**src/rtl/ps2_scan_sequencer_pkg.sv**
```systemverilog
// ps2_scan_sequencer_pkg
// Shared PS/2 keyboard definitions: the prefix bytes (0xE0 extended,
// 0xF0 break), the keyboard control/response bytes that never carry a
// scan code, and the state encoding of the scan-code sequencer FSM.
package ps2_scan_sequencer_pkg;

  // Prefix bytes
  localparam logic [7:0] PS2_PREFIX_EXT = 8'hE0;
  localparam logic [7:0] PS2_PREFIX_BRK = 8'hF0;

  // Control / response bytes sent by the keyboard
  localparam logic [7:0] PS2_CTRL_ERR0  = 8'h00;  // key detection error
  localparam logic [7:0] PS2_CTRL_BAT   = 8'hAA;  // self-test passed
  localparam logic [7:0] PS2_CTRL_ECHO  = 8'hEE;  // echo response
  localparam logic [7:0] PS2_CTRL_ACK   = 8'hFA;  // command acknowledge
  localparam logic [7:0] PS2_CTRL_BATF  = 8'hFC;  // self-test failed
  localparam logic [7:0] PS2_CTRL_RSND  = 8'hFE;  // resend request
  localparam logic [7:0] PS2_CTRL_ERR1  = 8'hFF;  // key detection error

  // Sequencer FSM encoding
  localparam logic [1:0] ST_IDLE    = 2'd0;
  localparam logic [1:0] ST_EXT     = 2'd1;
  localparam logic [1:0] ST_BRK     = 2'd2;
  localparam logic [1:0] ST_EXT_BRK = 2'd3;

  function automatic logic is_ctrl_byte(input logic [7:0] b);
    logic r;
    r = 1'b0;
    case (b)
      PS2_CTRL_ERR0, PS2_CTRL_BAT, PS2_CTRL_ECHO, PS2_CTRL_ACK,
      PS2_CTRL_BATF, PS2_CTRL_RSND, PS2_CTRL_ERR1: r = 1'b1;
      default: r = 1'b0;
    endcase
    return r;
  endfunction

endpackage

```
**src/rtl/ps2_scan_sequencer_prefix_timer.sv**
```systemverilog
// ps2_prefix_timer
// Saturating timeout counter for partially received prefix sequences.
// Ports:
//   clk, reset  - clock, asynchronous active-low reset
//   clr         - synchronous clear (has priority over counting)
//   en          - count enable
//   expire      - high while enabled and the count sits at TIMEOUT_CYC-1
module ps2_prefix_timer #(
  parameter int TIMEOUT_CYC = 200000
) (
  input  logic clk,
  input  logic reset,
  input  logic clr,
  input  logic en,
  output logic expire
);

  localparam int CNT_W = (TIMEOUT_CYC > 2) ? $clog2(TIMEOUT_CYC) : 1;
  localparam logic [CNT_W-1:0] CNT_MAX = CNT_W'(TIMEOUT_CYC - 1);

  logic [CNT_W-1:0] cnt_q;
  logic [CNT_W-1:0] cnt_d;

  always_comb begin
    cnt_d = cnt_q;
    if (clr) begin
      cnt_d = '0;
    end else if (en && (cnt_q != CNT_MAX)) begin
      // Stops at CNT_MAX so a long idle gap can never wrap back to zero.
      cnt_d = cnt_q + 1'b1;
    end
  end

  always_ff @(posedge clk or negedge reset) begin
    if (!reset) begin
      cnt_q <= '0;
    end else begin
      cnt_q <= cnt_d;
    end
  end

  assign expire = en && (cnt_q == CNT_MAX);

endmodule

```
**src/rtl/ps2_scan_sequencer.sv**
```systemverilog
// ps2_scan_sequencer
// Assembles PS/2 set-2 byte streams (optional 0xE0 / 0xF0 prefixes
// followed by a scan code) into single key events held in an output
// register until acknowledged.
// Ports:
//   clk, reset    - clock, asynchronous active-low reset
//   rx_done_tick  - strobe: din carries a new received byte
//   din[7:0]      - received byte
//   key_ack       - consumer has taken the presented event
//   key_valid     - event register holds an unconsumed event
//   key_code[7:0] - scan code with prefixes stripped
//   key_ext       - event had an 0xE0 prefix
//   key_break     - event is a key release (0xF0 prefix)
//   ovf           - sticky: an event was dropped since the last ack
//   err           - one-cycle pulse on prefix timeout or protocol error
module ps2_scan_sequencer
  import ps2_scan_sequencer_pkg::*;
#(
  parameter int TIMEOUT_CYC = 200000
) (
  input  logic       clk,
  input  logic       reset,
  input  logic       rx_done_tick,
  input  logic [7:0] din,
  input  logic       key_ack,
  output logic       key_valid,
  output logic [7:0] key_code,
  output logic       key_ext,
  output logic       key_break,
  output logic       ovf,
  output logic       err
);

  logic [1:0] state_q, state_d;
  logic       key_valid_q, key_valid_d;
  logic [7:0] key_code_q, key_code_d;
  logic       key_ext_q, key_ext_d;
  logic       key_break_q, key_break_d;
  logic       ovf_q, ovf_d;
  logic       err_q, err_d;

  logic tmo_expire;
  logic tmo_fire;
  logic evt;
  logic evt_ext;
  logic evt_brk;

  // A byte arriving in the expiry cycle wins over the timeout.
  assign tmo_fire = tmo_expire && !rx_done_tick;

  ps2_prefix_timer #(
    .TIMEOUT_CYC(TIMEOUT_CYC)
  ) u_timer (
    .clk   (clk),
    .reset (reset),
    .clr   (rx_done_tick || tmo_fire),
    .en    (state_q != ST_IDLE),
    .expire(tmo_expire)
  );

  always_comb begin
    state_d     = state_q;
    key_valid_d = key_valid_q;
    key_code_d  = key_code_q;
    key_ext_d   = key_ext_q;
    key_break_d = key_break_q;
    ovf_d       = ovf_q;
    err_d       = 1'b0;
    evt         = 1'b0;
    evt_ext     = 1'b0;
    evt_brk     = 1'b0;

    if (key_ack && key_valid_q) begin
      key_valid_d = 1'b0;
      ovf_d       = 1'b0;
    end

    if (rx_done_tick) begin
      case (state_q)
        ST_IDLE: begin
          if (din == PS2_PREFIX_EXT) begin
            state_d = ST_EXT;
          end else if (din == PS2_PREFIX_BRK) begin
            state_d = ST_BRK;
          end else if (!is_ctrl_byte(din)) begin
            evt = 1'b1;
          end
        end
        ST_EXT: begin
          if (din == PS2_PREFIX_BRK) begin
            state_d = ST_EXT_BRK;
          end else if ((din == PS2_PREFIX_EXT) || is_ctrl_byte(din)) begin
            err_d   = 1'b1;
            state_d = ST_IDLE;
          end else begin
            evt     = 1'b1;
            evt_ext = 1'b1;
            state_d = ST_IDLE;
          end
        end
        default: begin  // ST_BRK, ST_EXT_BRK
          if ((din == PS2_PREFIX_EXT) || (din == PS2_PREFIX_BRK) ||
              is_ctrl_byte(din)) begin
            err_d   = 1'b1;
            state_d = ST_IDLE;
          end else begin
            evt     = 1'b1;
            evt_ext = (state_q == ST_EXT_BRK);
            evt_brk = 1'b1;
            state_d = ST_IDLE;
          end
        end
      endcase
    end else if (tmo_fire) begin
      err_d   = 1'b1;
      state_d = ST_IDLE;
    end

    // An event may load only into an empty register or one being acked
    // this very cycle; otherwise it is dropped and flagged.
    if (evt) begin
      if (!key_valid_q || key_ack) begin
        key_valid_d = 1'b1;
        key_code_d  = din;
        key_ext_d   = evt_ext;
        key_break_d = evt_brk;
      end else begin
        ovf_d = 1'b1;
      end
    end
  end

  always_ff @(posedge clk or negedge reset) begin
    if (!reset) begin
      state_q     <= ST_IDLE;
      key_valid_q <= 1'b0;
      key_code_q  <= 8'h00;
      key_ext_q   <= 1'b0;
      key_break_q <= 1'b0;
      ovf_q       <= 1'b0;
      err_q       <= 1'b0;
    end else begin
      state_q     <= state_d;
      key_valid_q <= key_valid_d;
      key_code_q  <= key_code_d;
      key_ext_q   <= key_ext_d;
      key_break_q <= key_break_d;
      ovf_q       <= ovf_d;
      err_q       <= err_d;
    end
  end

  assign key_valid = key_valid_q;
  assign key_code  = key_code_q;
  assign key_ext   = key_ext_q;
  assign key_break = key_break_q;
  assign ovf       = ovf_q;
  assign err       = err_q;

endmodule

```
**config.mk**
```make
export PLATFORM = sky130hd
export DESIGN_NAME = ps2_scan_sequencer
export DESIGN_NICKNAME = d
export VERILOG_FILES = /design/src/rtl/ps2_scan_sequencer_pkg.sv /design/src/rtl/ps2_scan_sequencer_prefix_timer.sv /design/src/rtl/ps2_scan_sequencer.sv
export SDC_FILE = /design/constraint.sdc
export NUM_CORES = 1
export LEC_CHECK = 0
export CORE_ASPECT_RATIO = 0.75
export CORE_UTILIZATION = 55
export CTS_BUF_LIST = sky130_fd_sc_hd__clkbuf_2
export CTS_CLUSTER_SIZE = 8
export DETAILED_ROUTE_END_ITERATION = 6
export HOLD_SLACK_MARGIN = 0.02
export PLACE_DENSITY = 0.8
export SYNTH_ARGS = -nofsm -noshare
export SYNTH_HDL_FRONTEND = slang
export SYNTH_SLANG_ARGS = --single-unit
```
**constraint.sdc**
```tcl
create_clock -name clk -period 2.3 [get_ports clk]
set_clock_uncertainty 0.1 [all_clocks]
set_input_delay 0.345 -clock clk [delete_from_list [all_inputs] [get_ports clk]]
set_output_delay 0.345 -clock clk [all_outputs]
set_load 0.01 [all_outputs]
```
; After elaboration in Yosys (flattened, before gate mapping)
; Cells that the tools add are included.
[op_classes]
n_reduce_logical = 20
eq_ne = 13
addsub = 1
mux = 42
[op_table]
columns = cell, n
row1 = 8-bit == test (second input constant), 8
row2 = 18-bit two-way mux, 2
row3 = 1-bit two-way mux, 31
row4 = 18-bit by 1-bit adder with 18-bit output (second input constant), 1
row5 = 18-bit == test (second input constant), 1
row6 = 18-bit != test (second input constant), 1
row7 = 2-bit two-way mux, 5
row8 = 8-bit logical NOT, 1
row9 = 7-bit OR reduction, 1
row10 = 1-bit one-hot mux with 2 select lines, 3
row11 = 2-bit nonzero test, 3
row12 = 1-bit logical OR, 5
row13 = 1-bit logical AND, 4
row14 = 4-bit != test (second input constant), 1
row15 = 2-bit one-hot mux with 2 select lines, 1
row16 = 2-bit AND reduction, 2
row17 = 2-bit by 1-bit == test with 1-bit output (second input constant), 1
row18 = 2-bit == test (second input constant), 1
row19 = 1-bit logical NOT, 2
row20 = 2-bit logical NOT, 1
row21 = 2-bit OR reduction, 1
[totals]
word_cells = 84
input_bits = 12
register_bits = 33

; Logic depth before layout (Yosys ltp)
; Gate-level depths: netlist (run 1).
[depth]
ltp_word = 13
mapped_depth = 5
depth_no_buf = 5

; Hierarchy
; Synthesis (run 1) repeated with hierarchy kept, for this count alone.
[unflattened]
hier_cells = 163
hier_area_um2 = 1757.9
[modules_own_cells]
columns = module, area_each_um2, seq_area_each_um2, n_inst, cells_per_inst
row1 = ps2_prefix_timer, 991.0, 450.4, 1, 100
row2 = ps2_scan_sequencer, 767.0, 375.4, 1, 63

; Least setup slack after synthesis (run 1)
; Ideal clock, no wire load.
[synth_timing]
path_kind = in2reg
start = input port din[4]
end = register key_code_q[0], in the netlist key_code[0]
setup_ns = 0.125
setup_slack_ns = 0.366
n_path_buf = 0
arrival_time_ns = 1.709
stages = 4
path_cell_list = maj3_1 > a21o_1 > a211oi_4 > mux2_2
[synth_between]
elab_chain_cells = 13
word_cells_on_any_way = 31
[synth_rtl]
columns = item, line_no
row1 = "start, declared", ps2_scan_sequencer.sv:24  ; input logic [7:0] din,
row2 = 8-bit == test / 8-bit logical NOT (equally long branches), ps2_scan_sequencer_pkg.sv:29  ; case (b)
row3 = 7-bit OR reduction, ps2_scan_sequencer_pkg.sv:29
row4 = 1-bit two-way mux, ps2_scan_sequencer_pkg.sv:29
row5 = 1-bit two-way mux, "ps2_scan_sequencer.sv:83, ps2_scan_sequencer.sv:90"
row6 = 1-bit two-way mux, ps2_scan_sequencer.sv:81  ; if (din == PS2_PREFIX_EXT) begin
row7 = 1-bit two-way mux, ps2_scan_sequencer.sv:79  ; case (state_q)
row8 = 1-bit two-way mux, ps2_scan_sequencer.sv:78  ; if (rx_done_tick) begin
row9 = 1-bit two-way mux, ps2_scan_sequencer.sv:85  ; end else if (!is_ctrl_byte(din)) begin
row10 = 1-bit two-way mux, ps2_scan_sequencer.sv:83  ; end else if (din == PS2_PREFIX_BRK) begin
row11 = 1-bit two-way mux, ps2_scan_sequencer.sv:81
row12 = 1-bit one-hot mux with 2 select lines (*), ps2_scan_sequencer.sv:79
row13 = 1-bit two-way mux (*), ps2_scan_sequencer.sv:78
row14 = 2-bit AND reduction (no source line) (*), n/a
row15 = "end signal, assigned", ps2_scan_sequencer.sv:145  ; key_code_q <= key_code_d;
row16 = "end, declared", ps2_scan_sequencer.sv:36  ; logic [7:0] key_code_q, key_code_d;
; Mark *: on every way between the ends. The rest lies on a longest branch, timed or not. The select of a mux whose other input is x is not followed.
; A chain may end at the register's enable or synchronous reset.

; Worst setup path in the final report (run 1)
[layout_timing]
start = register state_q[0]
end = register err_q, in the netlist err
[layout_between]
elab_chain_cells = 5
word_cells_on_any_way = 8
[layout_rtl]
columns = item, line_no
row1 = "start, declared", ps2_scan_sequencer.sv:34  ; logic [1:0] state_q, state_d;
row2 = "start signal, assigned", ps2_scan_sequencer.sv:143  ; state_q <= state_d;
row3 = 2-bit nonzero test, ps2_scan_sequencer.sv:57  ; .en (state_q != ST_IDLE),
row4 = 1-bit logical AND, ps2_scan_sequencer_prefix_timer.sv:42  ; assign expire = en && (cnt_q == CNT_MAX);
row5 = 1-bit logical AND, ps2_scan_sequencer.sv:49  ; assign tmo_fire = tmo_expire && !rx_done_tick;
row6 = 1-bit two-way mux, ps2_scan_sequencer.sv:114  ; end else if (tmo_fire) begin
row7 = 1-bit two-way mux (*), ps2_scan_sequencer.sv:78
row8 = via err_d, ps2_scan_sequencer.sv:40  ; logic err_q, err_d;
row9 = "end signal, assigned", ps2_scan_sequencer.sv:149  ; err_q <= err_d;
row10 = "end, declared", ps2_scan_sequencer.sv:40
; The timed path passes the listed nets; every way through them passes the cells marked *.

==> metrics, run 1 <==
max-slew violations 0; Avg WL per Cell 15.5 um; sequential share of power 56.9%; share of post-route cells with drive strength above 1 20.0%; antenna violations before repair 0; fin worst setup slack 0.232 ns; Req. time, crit path 2.47 ns; Crit-path slowest cell or4_1; Setup Fix Bufs, Post-CTS 0; DR vias/cell 5.85; starting density of the core 60.7%; Largest stage delay, worst path 0.55 ns; Distinct cells, synth 36; IO buf count 24; Synth Area per Inst 10.4 sq um; Resized cells post-CTS 0; crit share post-route 89.9%; Max Cap Viol 0; Max IR drop VDD 348 uV; Die Y-Extent 49.5 um; # H-tree levels 2; Net Sw Frac 26.1%; Synth Register Bits 33; Rows 16; Lkg Pwr 0.843 nW; dpl hpwl 2830 um; largest net degree at the start of global routing 34; Core ar. 2720 sq um; CP top delay family simple AND/OR/NAND/NOR gates; Die W 65.3 um; deepest clock path buffer count 2; status complete, no violations; Slew HR 67.6%; Antenna Nets Post-Route 0; Clock power frac 24.0%; syn_nets 172; Post-CTS Hold Fix Bufs 0; Setup TNS Final 0 ns; first-pass GRT wire length 6400 um; internal power 0.823 mW; synth warn 0; cts bufs inserted 5; Slew @ Worst Pin 0.482 ns; RSZ-0062 raised after global routing no; CTS tree built; pwr dens 528 nW/um^2; crit path cell chain nor2_1 -> or4_1 -> o31ai_2 -> buf_4 -> nor3b_1; Final GP Congestion 0.962; CP startpoint kind register; worst skew pair latency 0.36 ns; Tot Pwr 1.11 mW; Seq/Total Area, Yosys 50.0%; area grow syn2layout 27.7%; vias in the first global route 1430; min Tclk post-route 2.07 ns; WP data arrival 2.23 ns; Netlist Area Pre-Place 1650 sq um; GR Overflow Total 0; final setup vio count 0; CTS root buffer clkbuf_2; Nets 217; dpl ws -0.146 ns; Psw 0.290 mW; final wirelength 3740 um; logic gate share of total power 19.2%; CTS clk-pin slew, worst paths 0.15 ns; Initial DRC Count 152; die area 3230 sq um; Worst Hold Class primary input to async pin; CP endpoint kind register; worst-path maximum fanout 7; Max Clock Freq 483 MHz; clk sinks 33; Post-route DRC 0; DR vias 1410; Mapped Cells 159; Final Hold Vio Count 0; placed cell areas 2070 sq um; Final Instance Area 2110 sq um; All-Layer GR Usage 26.7%; critical path class register to register; Diodes inserted 0; drt pass-1 iters 4; filler instances 198; WP buf/inv 1; IO Pins 25
## final cells by class
type / instances / area, sq um / share of cell area [%]
flip-flops and latches: 33 / 826 / 39.2
inverters: 7 / 26.3 / 1.25
repair buffers: 41 / 380 / 18.0
clock buffers: 8 / 40.0 / 1.90
multi-input cells: 116 / 791 / 37.5
well taps: 36 / 45.0 / 2.14
## through the flow
step	hold WS [ns]	util [%]	std cells
floorplan	-0.0506	-	159
global placement	0.391	76.0	233
detailed placement	0.400	76.0	233
CTS	0.253	77.4	241
global route	0.287	77.4	241
finish	0.251	77.4	241
## Yosys cell counts
| cell | n | area (sq um) |
|---|---|---|
| dfrtp_1 | 33 | 826 |
| nor2_1 | 16 | 60.1 |
| mux2_2 | 10 | 113 |
| xnor2_1 | 9 | 78.8 |
| a21oi_1 | 8 | 40.0 |
| nand4_1 | 8 | 50.1 |
| inv_1 | 7 | 26.3 |
| nand2_1 | 6 | 22.5 |
| or4_1 | 6 | 45.0 |
| nand3_1 | 5 | 25.0 |
| nor4_1 | 5 | 31.3 |
| o21ai_0 | 5 | 25.0 |
| o31ai_1 | 5 | 37.5 |
| or3_1 | 5 | 31.3 |
| nor3_1 | 4 | 20.0 |
| and3_1 | 3 | 18.8 |
| nand2b_1 | 3 | 18.8 |
| a21boi_0 | 2 | 15.0 |
| buf_2 | 2 | 10.0 |
| a211oi_1 | 1 | 7.51 |
| a211oi_4 | 1 | 20.0 |
| a21o_1 | 1 | 7.51 |
| a21oi_2 | 1 | 8.76 |
| a31oi_1 | 1 | 6.26 |
| a41oi_1 | 1 | 8.76 |
| clkbuf_1 | 1 | 3.75 |
| ha_1 | 1 | 12.5 |
| maj3_1 | 1 | 10.0 |
| nand3_2 | 1 | 10.0 |
| nor3b_1 | 1 | 7.51 |
| nor4b_1 | 1 | 8.76 |
| o21a_1 | 1 | 7.51 |
| o21ai_1 | 1 | 5.00 |
| or4_4 | 1 | 11.3 |
| or4b_4 | 1 | 13.8 |
| xor2_1 | 1 | 8.76 |
## per-layer routing
layer  wire (um)  up-vias  track usage, %
met5           0        -               0
li1            -      675               -
met2        1750       44            41.4
met3         203        7            6.48
met4          46        0            8.33
met1        1740      684            37.1
## logic make-up (layout without fill, tap and decap cells)
group / Yosys count / count (layout) / synth area share (%)
and+or+nand+nor: 66 / 66 / 22.7
xor gates and xnor gates: 10 / 10 / 5.30
adders and majority gates: 2 / 2 / 1.36
AOI/OAI and AO/OA: 28 / 28 / 11.4
buffers and inverters: 10 / 56 / 2.42
DFF: 33 / 33 / 50.0
muxes: 10 / 10 / 6.82
## state kept, by name, summed over array words and instances (netlist names)
name,cells
key_ext,1
key_break,1
state_q,2
u_timer.cnt_q,18
err,1
ovf,1
key_valid,1
key_code,8
## power groups by stage
| stage | Clock [mW] | Sequential [mW] | Combinational (mW) |
|---|---|---|---|
| 3_5_place_dp | 0 | 0.644 | 0.214 |
| 4_1_cts | 0.278 | 0.633 | 0.215 |
| 5_1_grt | 0.301 | 0.638 | 0.229 |
| 2_1_floorplan | 0 | 0.656 | 0.0653 |
| 6_report | 0.267 | 0.633 | 0.213 |
| 3_3_place_gp | 0 | 0.642 | 0.207 |
## cells in the final DEF, fill, tap and decap left out, drive strengths merged
| cell type | Yosys | routed |
|---|---|---|
| a31oi | 1 | 1 |
| and3 | 3 | 3 |
| clkdlybuf4s50 | 0 | 24 |
| dfrtp | 33 | 33 |
| nand2 | 6 | 6 |
| a21boi | 2 | 2 |
| a21o | 1 | 1 |
| nand3 | 6 | 6 |
| nor2 | 16 | 16 |
| nor4b | 1 | 1 |
| buf | 2 | 17 |
| inv | 7 | 7 |
| nand2b | 3 | 3 |
| ha | 1 | 1 |
| clkbuf | 1 | 8 |
| or4 | 7 | 7 |
| xnor2 | 9 | 9 |
| a21oi | 9 | 9 |
| or3 | 5 | 5 |
| xor2 | 1 | 1 |
| nor4 | 5 | 5 |
| nor3 | 4 | 4 |
| nand4 | 8 | 8 |
| o21ai | 6 | 6 |
| nor3b | 1 | 1 |
| o21a | 1 | 1 |
| mux2 | 10 | 10 |
| a41oi | 1 | 1 |
| a211oi | 2 | 2 |
| maj3 | 1 | 1 |
| or4b | 1 | 1 |
| o31ai | 5 | 5 |
## worst reg2reg max path: stages, from the launching register on
cell and delay, ns:
dfrtp_1 0.50, nor2_1 0.13, or4_1 0.56, o31ai_2 0.28, buf_4 0.16, nor3b_1 0.25
## path summary, 6_finish.rpt
| path | to | cells after the start | from | slack, ns |
|---|---|---|---|---|
| min | key_code[1] | 2 | reset | 0.25 |
| max reg2reg | err | 5 | state_q[0] | 0.23 |
| min reg2reg | key_code[4] | 1 | key_code[4] | 0.43 |
| max in group asynchronous | u_timer.cnt_q[0] | 2 | reset | 1.55 |
| min in group clk | key_code[4] | 1 | key_code[4] | 0.43 |
| max | err | 5 | state_q[0] | 0.23 |
No activity file was read; power rests on OpenSTA's default activity.
==> run 2, diff against run 1 <==
- PLACE_DENSITY: 0.8 -> not set
- PLACE_DENSITY_LB_ADDON: not set -> 0.25
==> metrics, run 2 (synthesis results as in run 1) <==
status complete, no violations; Rows 16 (unchanged); Initial DRC Count 132 (-13%); DR vias 1482 (+5.1%); share of post-route cells with drive strength above 1 20.3% (+0.29 points); clk sinks 33 (unchanged); Max Clock Freq 492 MHz (+1.7%); Worst Hold Class primary input to async pin; Final GP Congestion 0.929 (-3.4%); pwr dens 519 nW/um^2 (-1.7%); area grow syn2layout 28.6%; # H-tree levels 2 (unchanged); worst skew pair latency 0.38 ns (+0.02 ns); starting density of the core 60.7% (unchanged); Setup Fix Bufs, Post-CTS 0 (unchanged); commonest non-fill, non-tap cell in the layout dfrtp_1; WP buf/inv 2 (+1); Post-CTS Hold Fix Bufs 0 (unchanged); Largest stage delay, worst path 0.47 ns (-0.08 ns); Die W 65.3 um (unchanged); most frequent cells in the layout dfrtp_1, clkdlybuf4s50_1, buf_4, nor2_1, mux2_2; placed cell areas 2090 sq um (+1.1%); dpl ws -0.127 ns (+0.0189 ns); Diodes inserted 0 (unchanged); Slew HR 66.9% (-0.64 points); crit share post-route 88.4% (-1.5 points); Lkg Pwr 0.852 nW (+1.0%); CTS clk-pin slew, worst paths 0.14 ns (about the same); Req. time, crit path 2.47 ns (about the same); DR vias/cell 6.10 (+4.2%); CP top delay family buffers and inverters; largest net degree at the start of global routing 34 (unchanged); first-pass GRT wire length 6380 um (-0.33%); RSZ-0062 raised after global routing no; Nets 220 (+1.4%); All-Layer GR Usage 26.7% (-0.033 points); die area 3230 sq um (unchanged); Post-route DRC 0 (unchanged); fin worst setup slack 0.267 ns (+0.0354 ns); final wirelength 3820 um (+2.0%); deepest clock path buffer count 2 (unchanged); IO Pins 25 (unchanged); WP data arrival 2.20 ns (-0.03 ns); max reg flops 18 (unchanged); worst hold slack 0.244 ns (-0.00672 ns); worst-path maximum fanout 10 (+3); dpl hpwl 2890 um (+2.2%); vias in the first global route 1396 (-2.4%); final setup vio count 0 (unchanged); Avg WL per Cell 15.7 um (+1.1%); antenna violations before repair 0 (unchanged); max-slew violations 0 (unchanged); Max IR drop VDD 457 uV (+31%); crit path cell chain clkdlybuf4s50_1 -> maj3_1 -> a21o_1 -> a211oi_4 -> buf_12 -> mux2_2; Final Hold Vio Count 0 (unchanged); Die Y-Extent 49.5 um (unchanged); CP endpoint kind register; Antenna Nets Post-Route 0 (unchanged); critical path class primary input to register; Resized cells post-CTS 0 (unchanged); Crit-path slowest cell clkdlybuf4s50_1; CTS tree built; Reg with most FFs u_timer.cnt_q; Final Instance Area 2120 sq um (+0.77%); min Tclk post-route 2.03 ns (-0.0354 ns); cts bufs inserted 5 (unchanged); Tot Pwr 1.10 mW (-0.95%); Max Cap Viol 0 (unchanged); IO buf count 24 (unchanged); GR Overflow Total 0 (unchanged); drt pass-1 iters 4 (unchanged); CTS root buffer clkbuf_2; Slew @ Worst Pin 0.491 ns (+0.00955 ns); Core ar. 2720 sq um (unchanged); Setup TNS Final 0 ns (unchanged); CP startpoint kind primary input
[run 2: changes by cell type in the layout (fill, tap and decap cells not counted), sizes merged]
cell    delta
buf        +3
clkbuf     -2
clkinv     +1
[run 2: path summary, 6_finish.rpt]
| kind | startpoint | end | slack, ns | cells after the start |
|---|---|---|---|---|
| min in group clk | key_code[4] | key_code[4] | 0.42 | 1 |
| setup reg to reg | u_timer.cnt_q[0] | u_timer.cnt_q[14] | 0.28 | 5 |
| hold reg to reg | key_code[4] | key_code[4] | 0.42 | 1 |
| setup / recovery | din[1] | key_code[3] | 0.27 | 6 |
| hold / removal | reset | key_code[6] | 0.24 | 2 |
| max in group asynchronous | reset | key_code[2] | 1.54 | 2 |
[run 2: worst reg2reg max path, delay by kind of cell (launching register included)]
| family | cells | cell delay [ns] |
|---|---|---|
| DFF | 1 | 0.42 |
| AOI/OAI and AO/OA | 1 | 0.15 |
| and+or+nand+nor | 3 | 1.10 |
| adders and majority gates | 1 | 0.19 |
[run 2: cell type report]
class                   count  area, sq um
clock inverters             1         3.75
well taps                  36         45.0
inverters                   7         26.3
repair buffers             44          403
multi-input cells         116          791
clock buffers               6         30.0
fillers                   184          598
flip-flops and latches     33          826
[run 2: per-layer routing]
layer | vias to the layer above | global-route usage [%] | wire, um
met1 | 723 | 37.1 | 1730
li1 | 686 | - | -
met5 | - | 0 | 0
met2 | 65 | 40.4 | 1790
met3 | 8 | 7.18 | 246
met4 | 0 | 9.42 | 47
[run 2: through the flow]
| step | utilization, % | std cells |
|---|---|---|
| floorplan | - | 159 |
| global placement | 76.8 | 236 |
| detailed placement | 76.8 | 236 |
| CTS | 78.0 | 243 |
| global route | 78.0 | 243 |
| finish | 78.0 | 243 |
[run 2: where the power goes]
| part | switching [mW] | internal (mW) | total [mW] | leakage (nW) |
|---|---|---|---|---|
| Combinational | 0.0931 | 0.124 | 0.217 | 0.388 |
| Clock | 0.181 | 0.0707 | 0.252 | 0.0265 |
| Sequential | 0.0210 | 0.612 | 0.633 | 0.437 |
